$ cat src/rtl/vector_mem_sequencer.sv
// Vector load/store sequencer: splits one vector memory op into LANES scalar
// accesses at base + k*stride and assembles load lanes into vec_rdata.
module vector_mem_sequencer #(
  parameter int LANES = 4,
  parameter int DW    = 8,
  parameter int AW    = 32
) (
  input  logic                  clk,
  input  logic                  rst,
  input  logic                  start,
  input  logic                  load,
  input  logic                  abort,
  input  logic [AW-1:0]         base_addr,
  input  logic [AW-1:0]         stride,
  input  logic [LANES*DW-1:0]   vec_wdata,
  input  logic [DW-1:0]         mem_rdata,
  output logic [AW-1:0]         mem_addr,
  output logic                  mem_re,
  output logic                  mem_we,
  output logic [DW-1:0]         mem_wdata,
  output logic [LANES*DW-1:0]   vec_rdata,
  output logic                  vreg_we,
  output logic                  stall,
  output logic                  busy,
  output logic                  done
);

  localparam int CW = $clog2(LANES);
  localparam logic [CW-1:0] LAST_LANE = CW'(LANES - 1);

  typedef enum logic [1:0] {IDLE, RUN, DRAIN, FIN} state_t;

  state_t              state_q, state_d;
  logic [CW-1:0]       lane_q, lane_d;
  logic [AW-1:0]       addr_q, addr_d;
  logic [AW-1:0]       stride_q, stride_d;
  logic [LANES*DW-1:0] wdata_q, wdata_d;
  logic [LANES*DW-1:0] rdata_q;
  logic                load_q, load_d;
  logic                cap_vld_q, cap_vld_d;
  logic [CW-1:0]       cap_lane_q, cap_lane_d;
  logic                accept;

  assign accept = ((state_q == IDLE) || (state_q == FIN)) && start && !abort;

  always_comb begin
    state_d    = state_q;
    lane_d     = lane_q;
    addr_d     = addr_q;
    stride_d   = stride_q;
    wdata_d    = wdata_q;
    load_d     = load_q;
    // Read data returns one cycle after the strobe, so remember which lane to fill.
    cap_vld_d  = (state_q == RUN) && load_q && !abort;
    cap_lane_d = lane_q;

    case (state_q)
      IDLE:  if (accept) state_d = RUN;
      RUN: begin
        if (lane_q == LAST_LANE) begin
          state_d = load_q ? DRAIN : FIN;
        end else begin
          lane_d = lane_q + CW'(1);
          addr_d = addr_q + stride_q;
        end
      end
      DRAIN: state_d = FIN;
      FIN:   state_d = accept ? RUN : IDLE;
      default: state_d = IDLE;
    endcase

    if (abort) state_d = IDLE;

    if (accept) begin
      lane_d   = '0;
      addr_d   = base_addr;
      stride_d = stride;
      wdata_d  = vec_wdata;
      load_d   = load;
    end
  end

  always_ff @(posedge clk or negedge rst) begin
    if (!rst) begin
      state_q    <= IDLE;
      lane_q     <= '0;
      addr_q     <= '0;
      stride_q   <= '0;
      wdata_q    <= '0;
      load_q     <= 1'b0;
      cap_vld_q  <= 1'b0;
      cap_lane_q <= '0;
      rdata_q    <= '0;
    end else begin
      state_q    <= state_d;
      lane_q     <= lane_d;
      addr_q     <= addr_d;
      stride_q   <= stride_d;
      wdata_q    <= wdata_d;
      load_q     <= load_d;
      cap_vld_q  <= cap_vld_d;
      cap_lane_q <= cap_lane_d;
      // Capture is not gated by abort: data for an already-issued lane is valid.
      if (cap_vld_q) rdata_q[cap_lane_q*DW +: DW] <= mem_rdata;
    end
  end

  always_comb begin
    mem_addr  = '0;
    mem_wdata = '0;
    mem_re    = 1'b0;
    mem_we    = 1'b0;
    vreg_we   = 1'b0;
    done      = 1'b0;
    stall     = 1'b0;
    case (state_q)
      RUN: begin
        mem_addr  = addr_q;
        mem_wdata = wdata_q[lane_q*DW +: DW];
        mem_re    = load_q && !abort;
        mem_we    = !load_q && !abort;
        stall     = 1'b1;
      end
      DRAIN: stall = 1'b1;
      FIN: begin
        done    = !abort;
        vreg_we = load_q && !abort;
        stall   = start && !abort;
      end
      default: stall = start && !abort;
    endcase
    // State is already IDLE under reset, but start could still raise stall.
    if (!rst) stall = 1'b0;
  end

  assign busy      = (state_q != IDLE);
  assign vec_rdata = rdata_q;

endmodule

$ cat config.mk
export PLATFORM = sky130hd
export DESIGN_NAME = vector_mem_sequencer
export DESIGN_NICKNAME = d
export VERILOG_FILES = /design/src/rtl/vector_mem_sequencer.sv
export SDC_FILE = /design/constraint.sdc
export NUM_CORES = 1
export LEC_CHECK = 0
export CAP_MARGIN = 40
export CELL_PAD_IN_SITES_DETAIL_PLACEMENT = 0
export CELL_PAD_IN_SITES_GLOBAL_PLACEMENT = 1
export CORE_UTILIZATION = 36
export CTS_BUF_LIST = sky130_fd_sc_hd__clkbuf_8
export DETAILED_ROUTE_END_ITERATION = 16
export PLACE_DENSITY = 0.86
export SLEW_MARGIN = 20
export SYNTH_ARGS = -nofsm -noshare
export SYNTH_HDL_FRONTEND = slang
export SYNTH_SLANG_ARGS = --single-unit
$ cat constraint.sdc
create_clock -name clk -period 4.04 [get_ports clk]
set_clock_uncertainty 0.15 [all_clocks]
set_input_delay 0.606 -clock clk [delete_from_list [all_inputs] [get_ports clk]]
set_output_delay 0.606 -clock clk [all_outputs]
set_load 0.005 [all_outputs]
==> impl_results.md, run 1 <==
* Final setup violating endpoints at 0
* Die area at 22000 sq um
* Hold WS at 0.329 ns
* First-pass GRT wire length at 34900 um
* Reg clk slew, reported paths at 0.09 ns
* DP Wirelength at 15100 um
* Core Region at 21000 sq um
* Via/cell ratio at 5.12
* Leakage at 4.68 nW
* Die Ht at 148 um
* FP Rows at 53
* Synth async-reset ratio at 1.00
* Area growth from synthesis to final layout at 32.3%
* Die Wd at 148 um
* Total I/O pin count at 187
* Pre-CTS WS at 0.435 ns
* Crit path arrival time at 3.81 ns
* Share of layout cells above drive strength 1 at 0.0792
* Synth Warn # at 0
* Yosys reg bits at 136
* Final min period at 3.62 ns
* Synth Area per Inst at 9.03 sq um
* Routed WL at 21400 um
* Least-Margin Pin Slew at 0.847 ns
* Worst setup margin at 0.420 ns
* # diodes at 0
* PD cells at 792 nW/um^2
* Synth cell types at 68
* Fillers at 2045
* Initial antenna violation count at 0
* Initial DRC count at 331
* Max FO, Critical Path at 4
* Clk sinks at 136
* Syn nets at 1004
* Synth area leaders: dfrtp_1, nand2_1, ha_1
* Post-route DRC at 0
* Synth Flop Type: dfrtp_1
* Number of max-cap violations at 0
* Routed vias at 6711
* Period utilization at 0.896
* Register Area at 3400 sq um
* Starting Density at 0.366
* Post-route setup TNS at 0 ns
* Vias in the first global route at 6808
* Post-cts sizing count at 0
* Worst skew pair latency at 0.46 ns
* Post-Syn Area at 7690 sq um
* Mapped Cells at 852
* Worst setup EP type: flop
* RSZ-0062 raised after global routing: false
* CTS tree: built
* Synth top area share at 0.442
* ANT nets after route at 0
* Largest net degree at the start of global routing at 54
* Hold crit path type: reg -> reg
* Final #Nets at 1175
* Drt wl/cell at 16.3 um
* Critical path data required time at 4.23 ns
* Non-Filler Instances at 1311
* H-tree depth at 4
* Total GRT Usage at 0.201
* Worst vdd ir at 0.323 mV
* Final weighted congestion of routability-driven global placement at 0.829
* Yosys top cell by area: dfrtp_1
* Max Freq at 0.276 GHz
* Final Max Tran Viols at 0
* Area occupied by multi-input gates at 4060 sq um
* Total CTS buffers at 17
* Placed Cells at 1277
* Post-synth EDFFs at 0
* CTS Buffer Depth at 2
* DR pass1 iterations at 4
* Max-slew headroom at 0.434
* Status: completed
* Worst Setup Start Kind: flop
* Final hold vios at 0
* Port bufs at 186
* Worst setup path class: reg -> reg
* Root Driver: clkbuf_8
* Final Util at 0.484
* Seq/Total Area, Yosys at 0.442
* Total gr overflow at 0
-- cell type report --
class	instances	area share
Multi-Input combinational cell	662	0.398
Sequential cell	136	0.334
Timing Repair Buffer	198	0.193
Tap cell	275	0.0338
Clock buffer	17	0.0230
Clock inverter	15	0.0147
Inverter	8	0.00295
-- worst paths after layout --
path | start | slack (ns) | to | cells after the start
setup / recovery | addr_q[0] | 0.42 | addr_q[26] | 11
hold / removal | wdata_q[15] | 0.33 | wdata_q[15] | 2
setup reg to reg | addr_q[0] | 0.42 | addr_q[26] | 11
hold reg to reg | wdata_q[15] | 0.33 | wdata_q[15] | 2
max in group asynchronous | rst | 2.27 | wdata_q[19] | 3
min in group asynchronous | rst | 0.49 | cap_vld_q | 2
-- stage by stage --
step | instance area [sq um] | total power, mW
4_1_cts | 10200 | 8.11
3_3_place_gp | 9770 | 6.86
5_1_grt | 10200 | 8.80
2_1_floorplan | 7690 | 5.58
6_report | 10200 | 8.06
3_5_place_dp | 9780 | 6.96
-- synth_stat cells (8+ instances only) --
cell / count
nand2_1: 248
xnor2_1: 12
xor2_1: 8
a31oi_1: 13
inv_1: 8
nand3_1: 13
a21o_1: 19
clkbuf_1: 34
ha_1: 42
mux4_2: 8
dfrtp_1: 136
o21ai_0: 32
nand4_1: 9
and2_1: 42
nor2_1: 49
a22o_1: 32
a21oi_1: 44
-- placed cells by master (no fill, tap or decap), types with 9 or more instances in the layout --
cell type	n
clkbuf_8	17
xnor2_1	12
nand3_1	13
o21ai_0	32
a21oi_1	44
a22o_1	32
dfrtp_1	136
and2_1	42
ha_1	42
a21o_1	19
nor2_1	48
nand4_1	9
a31oi_1	13
clkdlybuf4s50_1	185
nand2_1	248
-- what timing repair did --
item / in CTS / in global routing
hold buffers: 1 / 0
setup buffers: 0 / 0
hold endpoints to repair: 43 / 0
-- state kept, by name, indices dropped and copies added, names as in the netlist --
name / flops
addr_q: 32
stride_q: 32
vec_rdata: 32
wdata_q: 32
cap_lane_d: 2
cap_lane_q: 2
state_q: 2
cap_vld_q: 1
load_q: 1
-- cell families after synthesis --
logic type	count (synthesis)	synth area share
fa+ha+maj	43	0.0709
flops	136	0.442
simple gates	402	0.232
compound gates	187	0.170
mux	10	0.0260
xor+xnor	20	0.0228
buf+inv	54	0.0353
-- critical path, cell delays in order (launching register included) --
cell,delay (ns)
dfrtp_1,0.40
ha_1,0.24
fa_1,0.45
a211oi_2,0.31
o21ai_1,0.12
a22oi_2,0.23
o211ai_2,0.16
a211o_2,0.37
a221o_2,0.43
a211oi_2,0.22
nor3_1,0.06
o32a_1,0.35
-- metal layers --
layer  wire length, um  track usage  vias up
li1                  -            -     3290
met1             10200        0.272     3270
met2             10100        0.331      132
met3               734       0.0350       19
met4               323       0.0567        0
met5                 0            0        -
-- power breakdown --
group | internal [mW] | total [mW] | switching [mW]
Clock | 0.462 | 1.11 | 0.652
Combinational | 2.15 | 4.61 | 2.46
Sequential | 1.92 | 2.34 | 0.419
No activity file was read; power rests on OpenSTA's default activity.
==> run 2: changes to the inputs <==
--- a/config.mk
+++ b/config.mk
@@ -11,7 +11,9 @@
 export CORE_UTILIZATION = 36
 export CTS_BUF_LIST = sky130_fd_sc_hd__clkbuf_8
 export DETAILED_ROUTE_END_ITERATION = 16
+export HOLD_SLACK_MARGIN = 0.12
 export PLACE_DENSITY = 0.86
+export SKIP_CTS_REPAIR_TIMING = 1
 export SLEW_MARGIN = 20
 export SYNTH_ARGS = -nofsm -noshare
 export SYNTH_HDL_FRONTEND = slang
==> impl_results.md, run 2 (synthesis gave the netlist of run 1 again) <==
* Max-slew headroom at 0.438 (+0.00426)
* Fillers at 2045 (unchanged)
* Non-Filler Instances at 1311 (unchanged)
* Final min period at 3.62 ns (-0.000259 ns)
* Die Wd at 148 um (unchanged)
* Placed Cells at 1277 (unchanged)
* Vias in the first global route at 6808 (unchanged)
* First-pass GRT wire length at 34900 um (unchanged)
* Reg clk slew, reported paths at 0.09 ns (about the same)
* Period utilization at 0.896 (about the same)
* Root Driver: clkbuf_8
* Post-route setup TNS at 0 ns (unchanged)
* Max Freq at 0.276 GHz (about the same)
* Drt wl/cell at 16.3 um (-0.24%)
* Worst setup margin at 0.421 ns (+0.000259 ns)
* Routed vias at 6715 (+0.060%)
* Via/cell ratio at 5.12 (about the same)
* Final Util at 0.484 (unchanged)
* # diodes at 0 (unchanged)
* Hold WS at 0.328 ns (-0.00109 ns)
* Clk sinks at 136 (unchanged)
* Initial antenna violation count at 0 (unchanged)
* Port bufs at 186 (unchanged)
* Die area at 22000 sq um (unchanged)
* Worst vdd ir at 0.323 mV (-0.16%)
* Share of layout cells above drive strength 1 at 0.0792 (unchanged)
* Area growth from synthesis to final layout at 32.3% (unchanged)
* H-tree depth at 4 (unchanged)
* Critical path data required time at 4.23 ns (about the same)
* Tot Pwr at 8.06 mW (about the same)
* Initial DRC count at 301 (-9.1%)
* Crit path arrival time at 3.81 ns (about the same)
* Die Ht at 148 um (unchanged)
* Worst skew pair latency at 0.46 ns (about the same)
* Final setup violating endpoints at 0 (unchanged)
* Post-placement cell area at 9780 sq um (unchanged)
* Final #Nets at 1175 (unchanged)
* RSZ-0062 raised after global routing: false
* Starting Density at 0.366 (unchanged)
* DP Wirelength at 15100 um (unchanged)
* FP Rows at 53 (unchanged)
* Final instance area at 10200 sq um (unchanged)
* Total gr overflow at 0 (unchanged)
* Pre-CTS WS at 0.435 ns (unchanged)
* CTS Buffer Depth at 2 (unchanged)
* Worst setup EP type: flop
* DR pass1 iterations at 5 (+1)
* CTS tree: built
* R2R Setup Slk at 0.42 ns (about the same)
* Worst setup path class: reg -> reg
* Largest net degree at the start of global routing at 54 (unchanged)
* Total GRT Usage at 0.201 (unchanged)
* ANT nets after route at 0 (unchanged)
* Commonest non-fill, non-tap cell in the layout: nand2_1
* Least-Margin Pin Slew at 0.840 ns (-0.00637 ns)
* Total I/O pin count at 187 (unchanged)
* Hold crit path type: reg -> reg
* Post-route DRC at 0 (unchanged)
* PD cells at 791 nW/um^2 (about the same)
* Worst Setup Start Kind: flop
* Final hold vios at 0 (unchanged)
* Total CTS buffers at 17 (unchanged)
* Routed WL at 21300 um (-0.24%)
* Leakage at 4.68 nW (unchanged)
* Most frequent cells in the layout: nand2_1, clkdlybuf4s50_1, dfrtp_1
* Final weighted congestion of routability-driven global placement at 0.829 (unchanged)
* Max FO, Critical Path at 4 (unchanged)
* Core Region at 21000 sq um (unchanged)
* Final Max Tran Viols at 0 (unchanged)
* Status: completed
* Number of max-cap violations at 0 (unchanged)
run 2: worst max-delay path, stage by stage, from the launching register on:
cell and delay [ns]:
dfrtp_1 0.40, ha_1 0.24, fa_1 0.45, a211oi_2 0.31, o21ai_1 0.12, a22oi_2 0.23, o211ai_2 0.16, a211o_2 0.37
a221o_2 0.43, a211oi_2 0.22, nor3_1 0.06, o32a_1 0.35
run 2: area by class of cell:
cell class                 instances  area [sq um]  share of cell area
sequential                       136          3400               0.334
inverter                           8          30.0             0.00295
tap                              275           344              0.0338
clock buffer                      17           234              0.0230
clock inverter                    15           150              0.0147
timing repair buffer             198          1970               0.193
multi-input combinational        662          4060               0.398
run 2: layer usage:
metal | up-vias | routed length, um | track usage
met1 | 3273 | 10100 | 0.272
met3 | 21 | 760 | 0.0350
met4 | 0 | 330 | 0.0567
met5 | - | 0 | 0
li1 | 3290 | - | -
met2 | 131 | 10100 | 0.331
run 2: worst paths after layout:
| check | cells after the start | endpoint | from |
|---|---|---|---|
| worst max-delay path | 11 | addr_q[26] | addr_q[0] |
| worst min-delay path | 2 | wdata_q[15] | wdata_q[15] |
| worst max register to register | 11 | addr_q[26] | addr_q[0] |
| worst min register to register | 2 | wdata_q[15] | wdata_q[15] |
| max in group asynchronous | 3 | wdata_q[19] | rst |
| min in group asynchronous | 2 | cap_vld_q | rst |
run 2: power by group:
part	switching, mW	leakage [nW]	internal [mW]	total, mW
logic	2.46	2.77	2.15	4.61
registers	0.418	1.72	1.92	2.34
clock network	0.650	0.195	0.462	1.11
